$ cat src/rtl/prog_loader_pkg.sv
// Shared types and constants for the boot-time program loader.
package prog_loader_pkg;

  localparam int unsigned BYTES_PER_WORD = 4;
  localparam int unsigned LEN_W          = 16;

  typedef enum logic [2:0] {
    LEN0,
    LEN1,
    DATA,
    CSUM,
    DONE,
    ERROR
  } ld_state_t;

endpackage

$ cat src/rtl/prog_loader_word_assembler.sv
// Packs a little-endian byte stream into 32-bit words; the first byte lands in [7:0].
module word_assembler
  import prog_loader_pkg::*;
(
  input  logic        clk,
  input  logic        reset,
  input  logic        clr,
  input  logic        byte_en,
  input  logic [7:0]  data_byte,
  output logic [31:0] word,
  output logic        word_ready
);

  localparam logic [1:0] LAST_LANE = 2'(BYTES_PER_WORD - 1);

  logic [1:0]  byte_cnt;
  // Only the three earlier bytes are stored; the fourth is taken straight from
  // the input so the word is available in the same cycle it completes.
  logic [23:0] lane;

  // Shift each accepted byte in from the top and count lanes.
  always_ff @(posedge clk or negedge reset) begin
    if (!reset) begin
      byte_cnt <= '0;
      lane     <= '0;
    end else if (clr) begin
      byte_cnt <= '0;
      lane     <= '0;
    end else if (byte_en) begin
      lane     <= {data_byte, lane[23:8]};
      byte_cnt <= byte_cnt + 2'd1;
    end
  end

  // Present the full word while the last lane's byte is being accepted.
  always_comb begin
    word       = {data_byte, lane};
    word_ready = byte_en && (byte_cnt == LAST_LANE);
  end

endmodule

$ cat src/rtl/prog_loader.sv
// Boot loader: LEN_LO, LEN_HI, 4*N data bytes, XOR checksum -> ROM writes, core release.
module prog_loader
  import prog_loader_pkg::*;
#(
  parameter int unsigned ADDR_W = 8
) (
  input  logic              clk,
  input  logic              reset,
  input  logic              in_valid,
  input  logic [7:0]        in_data,
  output logic              in_ready,
  input  logic              restart,
  output logic              rom_we,
  output logic [ADDR_W-1:0] rom_addr,
  output logic [31:0]       rom_din,
  output logic              core_reset,
  output logic              done,
  output logic              error
);

  typedef logic [LEN_W:0] len_ext_t;
  localparam len_ext_t CAPACITY = len_ext_t'(2 ** ADDR_W);

  ld_state_t        state, state_next;
  logic             xfer, byte_en, asm_clr, word_ready, last_word;
  logic [31:0]      word;
  logic [7:0]       len_lo, csum;
  logic [LEN_W-1:0] len, new_len;
  logic [ADDR_W:0]  word_idx;

  word_assembler u_asm (
    .clk       (clk),
    .reset     (reset),
    .clr       (asm_clr),
    .byte_en   (byte_en),
    .data_byte (in_data),
    .word      (word),
    .word_ready(word_ready)
  );

  // Handshake decode; kept apart from next-state logic to avoid a block-level loop through the assembler.
  always_comb begin
    in_ready = (state inside {LEN0, LEN1, DATA, CSUM}) && !restart;
    xfer     = in_valid && in_ready;
    byte_en  = xfer && (state == DATA);
  end

  // Next-state logic and assembler clear.
  always_comb begin
    state_next = state;
    asm_clr    = 1'b0;
    new_len    = {in_data, len_lo};
    last_word  = (len_ext_t'(word_idx) + len_ext_t'(1)) == len_ext_t'(len);
    if (restart) begin
      state_next = LEN0;
      asm_clr    = 1'b1;
    end else begin
      case (state)
        LEN0: if (xfer) state_next = LEN1;
        LEN1: begin
          asm_clr = 1'b1;
          if (xfer) begin
            if (new_len == '0 || len_ext_t'(new_len) > CAPACITY) state_next = ERROR;
            else                                                state_next = DATA;
          end
        end
        DATA: if (word_ready && last_word) state_next = CSUM;
        CSUM: if (xfer) state_next = (in_data == csum) ? DONE : ERROR;
        default: state_next = state;
      endcase
    end
  end

  // State register.
  always_ff @(posedge clk or negedge reset) begin
    if (!reset) state <= LEN0;
    else        state <= state_next;
  end

  // Length/word counters, checksum, ROM write port and status outputs.
  always_ff @(posedge clk or negedge reset) begin
    if (!reset) begin
      len_lo     <= '0;
      len        <= '0;
      word_idx   <= '0;
      csum       <= '0;
      rom_we     <= 1'b0;
      rom_addr   <= '0;
      rom_din    <= '0;
      core_reset <= 1'b1;
      done       <= 1'b0;
      error      <= 1'b0;
    end else begin
      rom_we     <= 1'b0;
      done       <= (state_next == DONE);
      error      <= (state_next == ERROR);
      core_reset <= (state_next != DONE);
      if (restart) begin
        len      <= '0;
        word_idx <= '0;
        csum     <= '0;
      end else begin
        case (state)
          LEN0: if (xfer) len_lo <= in_data;
          LEN1: if (xfer) begin
            len      <= new_len;
            word_idx <= '0;
            csum     <= '0;
          end
          DATA: if (byte_en) begin
            csum <= csum ^ in_data;
            if (word_ready) begin
              rom_we   <= 1'b1;
              rom_addr <= word_idx[ADDR_W-1:0];
              rom_din  <= word;
              word_idx <= word_idx + 1'b1;
            end
          end
          default: ;
        endcase
      end
    end
  end

endmodule

$ cat config.mk
export PLATFORM = sky130hd
export DESIGN_NAME = prog_loader
export DESIGN_NICKNAME = d
export VERILOG_FILES = /design/src/rtl/prog_loader_pkg.sv /design/src/rtl/prog_loader_word_assembler.sv /design/src/rtl/prog_loader.sv
export SDC_FILE = /design/constraint.sdc
export NUM_CORES = 1
export LEC_CHECK = 0
export CORE_MARGIN = 4
export CORE_UTILIZATION = 45
export CTS_CLUSTER_SIZE = 20
export DETAILED_ROUTE_END_ITERATION = 8
export PLACE_DENSITY = 0.66
export SETUP_SLACK_MARGIN = 0.15
export SLEW_MARGIN = 20
export SYNTH_ARGS = -nofsm -noshare
export SYNTH_HDL_FRONTEND = slang
export SYNTH_SLANG_ARGS = --single-unit
$ cat constraint.sdc
create_clock -name clk -period 2.55 [get_ports clk]
set_input_delay 0.51 -clock clk [delete_from_list [all_inputs] [get_ports clk]]
set_output_delay 0.51 -clock clk [all_outputs]
set_load 0.03 [all_outputs]
==> impl_metrics.toml <==
[worst_setup_path]
worstPathCellList = "clkdlybuf4s50_1"
path_buf_inv = 1
crit_family = "buffers and inverters"
end_kind = "output port"
cp.required_ns = 2.04
worstSetupStartpointType = "register"
cpMaxStageDelayCell = "clkdlybuf4s50_1"
critPathKind = "reg -> out"
slowest_delay_ns = 0.67
critPathArrivalTime_ns = 1.72
worst-path-max-fanout = 1

[yosys]
ys_types = 51
synth.cell_area_mm2 = 0.00499
yosys-top-cells-area = "dfrtp_1 57%, nand2_1 13%, a22o_1 3.2%"
ys_seq_elements = 114
synth_ff_type = "dfrtp_1"
syn-num-nets = 534
ys_seq_area_share_pct = 57.2
synth-async-reset-ratio_pct = 100
syn_inst = 520
yosys.area.top_type = "dfrtp_1"
synth_top_area_share_pct = 56.7
synth-edff-count = 0
syn_area_per_cell_um2 = 9.59
yosysWarnings = 0

[route]
wire_per_inst_um = 15.7
via_count = 3852
wl_um = 11600
dr.pass1.iters = 4
drc = 0
ant_nets = 0
vias_per_cell = 5.21
drt_iter0_drc = 234

[sta]
final.min_clock_period_ns = 2.23
rsz0062_at_grt = "no"
timing.final.crit_share_pct = 87.3
clock_skew_ns = 0.00782
drv_slew = 0
final.setup.tns_ns = 0
hold_viol_final = 0
tightest_slew_ns = 0.612
finalSetupViolCount = 0
max_clock_freq_mhz = 449
slew_headroom_pct = 59.2

[global_route]
grt_use_met2_pct = 29.9
grt_pass1_vias = 3791
use_met1_pct = 27.1
grt_pass1_wl_um = 19400
use_met3_pct = 4.12
grt_busiest_layer = "met2"
grt.total_usage_pct = 19.2
grt_overflow = 0
antenna_found_initial = 0
grt_max_degree = 115

[flow_run]
drv_cap = 0

[clock_tree]
cts.path.max_buffers = 2
cts.sinks = 114
cts_tree = "built"
cts_hold_buf = 0
cts_resized = 0
cts_buffers = 17
post_cts_buffers = 0
path_clk_slew_ns = 0.06
clkLatencyLatePin_ns = 0.51
clock_tree.htree_level_count = 4
clockRootBuffer = "clkbuf_8"

[floorplanning]
die_y_um = 113
rows = 38
io_pins = 57
die-area_mm2 = 0.0128
core-area_mm2 = 0.0108
start_util_pct = 46.0
die_w_um = 113

[power_and_ir_drop]
irDropWorstVdd_v = 0.000408
power_density_mw_per_mm2 = 718
p_leak_nw = 3.05

[placed_design]
place.gp.congestion = 0.893
place_hpwl_um = 7980
port_buffers = 56

[final_layout]
drive_above_1_share_pct = 12.0
fillers = 975
regArea_mm2 = 0.00285
area_growth_pct = 27.9
final_nets = 601
final_util_pct = 58.8
final_cell_mix = "172 x nand2_1, 113 x dfrtp_1, 54 x clkdlybuf4s50_1"
final_common_cell = "nand2_1"
multi_input_area_mm2 = 0.00200
diodes = 0

[hold_path]
min_path_type = "in -> async"

[outcome]
status = "finished, final reports clean"
[cell usage after synthesis, types with 2 or more instances]
master    instances
a22o_1           18
nor3_1            6
dfrtp_1         113
buf_2             6
buf_1             4
a21oi_1           5
nand2_1         172
o31ai_1           3
nor4_1            6
and2_1            3
o21ai_1          18
inv_1             2
buf_4             2
mux2_2            8
o21ai_0          28
nor2b_1           4
xor2_1            7
clkbuf_1         17
nand3_1           8
ha_1              2
nand2b_1         18
xnor2_1          12
a21boi_0          2
a31oi_1           2
nor2_1           23
nand4_1           6
[state kept, by name, indices dropped and copies added (netlist names)]
name	count
u_asm.lane	24
core_reset	1
done	1
csum	8
rom_we	1
len	16
len_lo	8
state	3
word_idx	9
u_asm.byte_cnt	2
error	1
rom_din	32
rom_addr	8
[stage by stage]
stage	area (µm²)	power (mW)	setup slack, ns	hold WS, ns	std cells
2_1_floorplan	4990	2.20	0.602	0.214	520
3_3_place_gp	5810	2.36	0.170	0.459	708
3_5_place_dp	5810	2.38	0.131	0.462	708
4_1_cts	6380	4.62	0.296	0.111	740
5_1_grt	6380	4.77	0.164	0.141	740
6_report	6380	4.58	0.323	0.0661	740
[routing by layer]
layer,vias to the layer above,wire length (µm)
met5,-,0
met3,11,559
met4,0,149
li1,1886,-
met2,87,5300
met1,1868,5580
[kinds of logic after synthesis]
logic type / count (synthesis) / share of synthesized area [%]
AND/OR/NAND/NOR: 256 / 22.4
flip-flops: 114 / 57.2
AO/OA/AOI/OAI: 87 / 11.6
buffers and inverters: 33 / 2.94
XOR/XNOR: 19 / 3.34
multiplexers: 9 / 2.01
adder cells (fa/ha/maj): 2 / 0.502
[where the power goes]
group	switching (mW)	internal [mW]	total, mW
registers	0.0780	1.90	1.97
logic	0.209	0.161	0.370
clock network	0.827	1.41	2.24
total	1.11	3.47	4.58
[final timing paths]
check / startpoint / end / slack (ns) / cells after the start
setup / recovery: core_reset / core_reset / 0.32 / 1
hold / removal: reset / rom_din[11] / 0.07 / 2
setup reg to reg: word_idx[1] / done / 0.35 / 7
hold reg to reg: u_asm.lane[5] / rom_din[5] / 0.47 / 2
max in group asynchronous: reset / csum[3] / 2.01 / 2
min in group clk: u_asm.lane[5] / rom_din[5] / 0.47 / 2
[area by class of cell]
class	instances	share of cell area, %
flip-flops and latches	114	44.8
multi-input cells	373	31.3
repair buffers	78	12.1
clock buffers	19	6.77
well taps	140	2.75
clock inverters	13	2.14
inverters	3	0.177
(Power assumes the default switching activity.)
